File: config.mk
export PLATFORM = sky130hd
export DESIGN_NAME = div_issue_ctrl
export DESIGN_NICKNAME = d
export VERILOG_FILES = /design/src/rtl/div_issue_ctrl_pkg.sv /design/src/rtl/div_issue_ctrl.sv
export SDC_FILE = /design/constraint.sdc
export NUM_CORES = 1
export LEC_CHECK = 0
export ABC_AREA = 1
export ABC_CLOCK_PERIOD_IN_PS = 3100
export CAP_MARGIN = 20
export CORE_MARGIN = 8
export CORE_UTILIZATION = 36
export DETAILED_ROUTE_END_ITERATION = 8
export PLACE_DENSITY = 0.82
export SLEW_MARGIN = 0
export SYNTH_ARGS = -nofsm -noshare
export SYNTH_HDL_FRONTEND = slang
export SYNTH_SLANG_ARGS = --single-unit
File: constraint.sdc
create_clock -name clock -period 3.1 [get_ports clock]
set_input_delay 0.62 -clock clock [delete_from_list [all_inputs] [get_ports clock]]
set_output_delay 0.62 -clock clock [all_outputs]
set_load 0.005 [all_outputs]
File: src/rtl/div_issue_ctrl_pkg.sv
// Shared definitions for the divide issue controller: sequencing states,
// the default divider settle time and the divisor range check.
package div_issue_ctrl_pkg;

  localparam int DIV_LATENCY_DEFAULT = 4;

  typedef enum logic [1:0] {
    IDLE = 2'd0,
    WAIT = 2'd1,
    DONE = 2'd2
  } div_state_e;

  // The divider only sees op_b[15:0]; anything that does not fit a signed
  // 16-bit value must be reported as an exception instead.
  function automatic logic divisor_out_of_range(input logic [31:0] b);
    return b[31:16] != {16{b[15]}};
  endfunction

endpackage

File: src/rtl/div_issue_ctrl.sv
// Issue/stall/writeback sequencer wrapped around an external combinational
// divider that is given DIV_LATENCY cycles to settle.
module div_issue_ctrl
  import div_issue_ctrl_pkg::*;
#(
  parameter int DIV_LATENCY = DIV_LATENCY_DEFAULT
) (
  input  logic        clock,
  input  logic        reset,
  input  logic        ctrl_start,
  input  logic        flush,
  input  logic [31:0] op_a,
  input  logic [31:0] op_b,
  input  logic [4:0]  dest_reg,
  output logic [31:0] div_operandA,
  output logic [15:0] div_operandB,
  output logic        div_ctrl_DIV,
  input  logic [31:0] div_result,
  input  logic        div_exception,
  output logic        stall,
  output logic        wb_valid,
  output logic [31:0] wb_data,
  output logic [4:0]  wb_reg,
  output logic        wb_exception
);

  localparam logic [3:0] CNT_LOAD = 4'(DIV_LATENCY - 1);

  div_state_e state, state_next;
  logic [3:0] cnt;
  logic [4:0] dest_q;
  logic       range_q;
  logic       accept;
  logic       capture;
  logic       finish;
  logic       result_exc;

  assign accept     = ctrl_start & ~flush;
  assign result_exc = div_exception | range_q;

  always_comb begin
    state_next   = state;
    stall        = 1'b0;
    div_ctrl_DIV = 1'b0;
    capture      = 1'b0;
    finish       = 1'b0;
    case (state)
      IDLE: begin
        if (accept) begin
          stall      = 1'b1;
          capture    = 1'b1;
          state_next = WAIT;
        end
      end
      WAIT: begin
        stall        = 1'b1;
        div_ctrl_DIV = 1'b1;
        if (flush) begin
          state_next = IDLE;
        end else if (cnt == 4'd0) begin
          finish     = 1'b1;
          state_next = DONE;
        end
      end
      DONE: begin
        // A start presented alongside the writeback is taken immediately.
        if (accept) begin
          stall      = 1'b1;
          capture    = 1'b1;
          state_next = WAIT;
        end else begin
          state_next = IDLE;
        end
      end
      default: state_next = IDLE;
    endcase
  end

  always_ff @(posedge clock or posedge reset) begin
    if (reset) begin
      state <= IDLE;
    end else begin
      state <= state_next;
    end
  end

  always_ff @(posedge clock or posedge reset) begin
    if (reset) begin
      cnt          <= 4'd0;
      div_operandA <= 32'd0;
      div_operandB <= 16'd0;
      dest_q       <= 5'd0;
      range_q      <= 1'b0;
      wb_valid     <= 1'b0;
      wb_data      <= 32'd0;
      wb_reg       <= 5'd0;
      wb_exception <= 1'b0;
    end else begin
      wb_valid <= finish;
      if (capture) begin
        div_operandA <= op_a;
        div_operandB <= op_b[15:0];
        dest_q       <= dest_reg;
        range_q      <= divisor_out_of_range(op_b);
        cnt          <= CNT_LOAD;
      end else if (state == WAIT && cnt != 4'd0) begin
        cnt <= cnt - 4'd1;
      end
      if (finish) begin
        wb_exception <= result_exc;
        wb_data      <= result_exc ? 32'd0 : div_result;
        wb_reg       <= dest_q;
      end
    end
  end

endmodule

==> flow_summary.yaml, run 1 <==
clock_tree:
  clk-insertion-delay-late_ns: 0.36
  cts_setup_buffers: 0
  cts_tree: "built"
  cts_root_buf: "clkbuf_8"
  clockBufferDepth: 2
  path_clk_slew_ns: 0.08
  ctsHoldBuffers: 0
  htreeDepth: 3
  clock_sinks: 99
  cts_buffers: 9
  cts_resized: 0
logic_synthesis:
  ys_types: 20
  synth_fp_nets: 564
  yosys_warnings: 0
  yosysTopAreaCell: "dfrtp_1"
  yosys_register_bits: 99
  synth_ff_type: "dfrtp_1"
  synth_edf_count: 0
  synth.most_common_cell: "nand2_1"
  syn-cell-area_mm2: 0.00396
  syn_inst: 456
  ys_top_cells_by_count: "273 x nand2_1, 99 x dfrtp_1, 14 x inv_1, 14 x nor2_1, 12 x o21ai_0"
  synth_seq_area_share: 0.626
  async_reset_ff_frac: 1.00
  avgSynthCellArea_um2: 8.68
  netlist_top_cells_area: "dfrtp_1 63%, nand2_1 26%, o21ai_0 1.5%"
  netlist.area_leader.share: 0.626
sta:
  fin_crit_sh: 0.802
  rsz0062_at_grt: "false"
  fin_ws_ns: 0.615
  period_needed_ns: 2.49
  max_freq_ghz: 0.402
  relSlewSlack: 0.643
  max_slew.worst_pin.slew_ns: 0.535
  slew_violations: 0
  setup_viol: 0
  hold_violations: 0
  fin_tns_setup_ns: 0
  finalClockSkew_ns: 0.0131
worst_setup_path:
  crit_type: "in -> out"
  rrSetupSlack_ns: 1.27
  r2r_start: "cnt[0]$_DFFE_PP0P_"
  cp.required_ns: 2.48
  path_max_fanout: 3
  rr_worst_depth: 8
  cp-end-kind: "primary output"
  cp-start-kind: "input pin"
  crit_arrival_ns: 1.87
  r2r-end: "wb_data[2]$_DFFE_PP0P_"
placement:
  gp_congestion: 0.790
  portBuffers: 194
  pre_cts_ws_ns: 0.617
  dp_cells: 775
  dp_hpwl_um: 8530
pwr:
  power.density_mw_per_mm2: 695
  power.leakage_nw: 3.09
  vdd_drop_max_uv: 325
detailed_routing:
  ant_nets: 0
  drtIter0Drc: 143
  drcViolationCount: 0
  post_drt_via_cell_ratio: 4.45
  routed_wl_um: 11300
  first_pass_iters: 4
  dr_total_vias: 3518
  wl_per_cell_um: 14.3
grt:
  grt_pass1_wl_um: 18100
  overflow: 0
  grt_pass1_vias: 3788
  antenna_found_initial: 0
  grt_max_degree: 100
  track_usage: 0.153
layout:
  instances_no_fill: 791
  area_growth_pct: 58.1
  diodes: 0
  reg_top3: "div_operandA x32, wb_data x32, div_operandB x16"
  layout.nets: 754
  drive_gt1_frac: 0.0476
  fin_util: 0.580
floorplan:
  pin_count: 195
  dieArea_mm2: 0.0146
  coreArea_mm2: 0.0108
  rows: 38
  die_width_um: 121
  initial_core_util: 0.367
  dieHeight_um: 121
flow_run:
  drv_cap: 0
hold_path:
  hold_path.class: "reg -> reg"
  worstHoldPathCells: 2
  min-delay-start: "wb_reg[3]$_DFFE_PP0P_"
  whs_endpoint: "wb_reg[3]$_DFFE_PP0P_"
status:
  outcome: "complete, no violations"
-- worst max-delay path by stage --
stage               startpoint    end  slack [ns]
floorplan                flush  stall        1.28
global placement         flush  stall        0.65
detailed placement       flush  stall        0.62
CTS                      flush  stall        0.61
global route             flush  stall        0.54
finish                   flush  stall        0.61
-- per-stage QoR --
| stage | total power, mW | hold WS, ns | cell area, um2 |
|---|---|---|---|
| after detailed placement | 3.41 | 0.464 | 6010 |
| after global placement | 3.35 | 0.461 | 6010 |
| final | 4.35 | 0.478 | 6260 |
| after CTS | 4.43 | 0.488 | 6260 |
| after global routing | 4.65 | 0.501 | 6260 |
| after floorplan | 2.38 | 0.449 | 3960 |
-- placed cells by master (no fill, tap or decap), drive strengths merged --
cell / count
o21ai: 12
nand2: 274
clkbuf: 10
dfrtp: 99
nor2: 17
bufinv: 3
buf: 3
inv: 17
nor3: 4
or2: 2
ha: 2
clkinvlp: 2
clkinv: 1
clkdlybuf4s50: 194
nand3b: 2
nand3: 6
a21oi: 3
-- report_power, final --
part | switching (mW) | leakage, nW | internal [mW]
clock network | 0.436 | 0.123 | 0.560
registers | 0.210 | 1.28 | 1.68
logic | 0.577 | 1.69 | 0.893
total | 1.22 | 3.09 | 3.13
-- critical path, cell delays in order --
cell and delay, ns:
clkdlybuf4s50_1 0.42, inv_1 0.10, nand3_2 0.09, o21ai_0 0.09, clkdlybuf4s50_1 0.53
-- routing by layer --
| metal | up-vias | track usage | share of wire |
|---|---|---|---|
| met4 | 0 | 0.0625 | 0.026 |
| met1 | 1603 | 0.172 | 0.41 |
| met3 | 21 | 0.0633 | 0.089 |
| li1 | 1758 | - | - |
| met5 | - | 0 | 0 |
| met2 | 136 | 0.254 | 0.47 |
-- kinds of logic after synthesis --
group                      count (synthesis)  share of synthesized area
buffers and inverters                     35                     0.0427
DFF                                       99                      0.626
and+or+nand+nor                          305                      0.306
AOI/OAI and AO/OA                         15                     0.0190
adders and majority gates                  2                    0.00632
-- cell type report --
cell class,count,area (um2)
Fill cell,949,4530
Tap cell,140,175
Sequential cell,99,2480
Inverter,17,70.1
Multi-Input combinational cell,322,1310
Clock buffer,10,138
Clock inverter,6,111
Timing Repair Buffer,197,1980
(Power assumes the default switching activity.)
==> inputs of run 2 (changes only) <==
- ABC_CLOCK_PERIOD_IN_PS: 3100 -> 2400
- CORE_UTILIZATION: 36 -> 40
- PLACE_DENSITY: 0.82 -> 0.86
- clock period: 3.1 -> 2.4 ns (I/O delays scaled with it)
==> flow_summary.yaml, run 2 (synthesis results as in run 1) <==
worst_setup_path:
  crit_type: "in -> out"
  cp_common_cell: "clkdlybuf4s50_1"
  path_max_fanout: 2
  cp_top_family: "buffers and inverters"
  slowest_stage: "clkdlybuf4s50_1"
  r2r_start: "cnt[0]$_DFFE_PP0P_"
  r2r-end: "wb_data[20]$_DFFE_PP0P_"
  cp.depth: 5
  cp.required_ns: 1.92
  rrSetupSlack_ns: 0.68
  crit_buf_inv: 3
  crit_arrival_ns: 1.71
  worstPathCellList: "clkdlybuf4s50_1 -> inv_1 -> nand3_2 -> o21ai_0 -> clkdlybuf4s50_1"
  rr_worst_depth: 8
  cp-start-kind: "input pin"
  cp-end-kind: "primary output"
  crit_path_max_incr_delay_ns: 0.53
floorplan:
  die_width_um: 116
  dieHeight_um: 116
  rows: 36
  pin_count: 195
  initial_core_util: 0.409
  coreArea_mm2: 0.00968
  dieArea_mm2: 0.0133
detailed_routing:
  drtIter0Drc: 165
  ant_nets: 0
  first_pass_iters: 4
  routed_wl_um: 11600
  dr_total_vias: 3565
  post_drt_via_cell_ratio: 4.52
  wl_per_cell_um: 14.7
  drcViolationCount: 0
pwr:
  vdd_drop_max_uv: 543
  power.density_mw_per_mm2: 867
  power.leakage_nw: 3.08
status:
  outcome: "complete, no violations"
sta:
  fin_tns_setup_ns: 0
  max_slew.worst_pin.slew_ns: 0.621
  relSlewSlack: 0.586
  slew_violations: 0
  fin_crit_sh: 0.912
  finalClockSkew_ns: 0.00850
  hold_slack_ns: 0.479
  max_freq_ghz: 0.457
  period_needed_ns: 2.19
  rsz0062_at_grt: "false"
  setup_viol: 0
  hold_violations: 0
clock_tree:
  cts_tree: "built"
  cts_root_buf: "clkbuf_8"
  htreeDepth: 3
  clk-insertion-delay-late_ns: 0.37
  clockBufferDepth: 2
  cts_resized: 0
  cts_buffers: 9
  ctsHoldBuffers: 0
  cts_setup_buffers: 0
  clock_sinks: 99
  path_clk_slew_ns: 0.08
layout:
  reg_top3: "div_operandA x32, wb_data x32, div_operandB x16"
  drive_gt1_frac: 0.0488
  layout.nets: 759
  fin_util: 0.642
  mostFrequentLayoutCells: "273 x nand2_1, 194 x clkdlybuf4s50_1, 99 x dfrtp_1, 14 x nor2_1, 13 x inv_1"
  diodes: 0
  area_growth_pct: 57.0
  final_common_cell: "nand2_1"
  fillers: 786
grt:
  antenna_found_initial: 0
  grt_pass1_vias: 3682
  grt_pass1_wl_um: 18100
  overflow: 0
  grt_max_degree: 51
  track_usage: 0.175
hold_path:
  min-delay-start: "wb_reg[3]$_DFFE_PP0P_"
  hold_path.class: "reg -> reg"
  worstHoldPathCells: 2
  whs_endpoint: "wb_reg[3]$_DFFE_PP0P_"
flow_run:
  drv_cap: 0
placement:
  gp_congestion: 0.862
  portBuffers: 194
  dp_hpwl_um: 9030
[run 2: power breakdown]
group	internal (mW)	switching [mW]	leakage [nW]	total [mW]
clock	0.511	0.530	0.0947	1.04
sequential	2.17	0.271	1.28	2.44
combinational	1.16	0.750	1.71	1.91
total	3.84	1.55	3.08	5.39
[run 2: per-stage QoR]
stage / worst slack [ns] / power [mW] / area, um2 / instances
global route: 0.159 / 5.75 / 6220 / 789
finish: 0.210 / 5.39 / 6220 / 789
detailed placement: 0.213 / 4.41 / 6030 / 773
global placement: 0.258 / 4.33 / 6030 / 773
floorplan: 0.744 / 3.07 / 3960 / 456
CTS: 0.205 / 5.49 / 6220 / 789
[run 2: worst min-delay path: stages, from the launching register on]
cell	delay, ns
dfrtp_1	0.35
nand2_1	0.05
nand2_1	0.05
[run 2: area by class of cell]
class	count	area, um2	area share
Timing Repair Buffer	202	2000	0.322
Clock buffer	14	153	0.0246
Clock inverter	2	35.0	0.00563
Sequential cell	99	2480	0.398
Multi-Input combinational cell	322	1310	0.211
Inverter	17	70.1	0.0113
Tap cell	133	166	0.0268
[run 2: metal layers]
layer	wire length (um)	track usage	share of wire
met4	257	0.0674	0.022
met3	1140	0.0792	0.098
met5	0	0	0
met2	5630	0.296	0.49
met1	4550	0.189	0.39
[run 2: worst max-delay path by stage]
stage                               endpoint   from  slack [ns]
after floorplan           cnt[0]$_DFFE_PP0P_  reset        0.74
after global placement                 stall  flush        0.26
after detailed placement               stall  flush        0.21
after CTS                              stall  flush        0.20
after global routing                   stall  flush        0.16
final                                  stall  flush        0.21
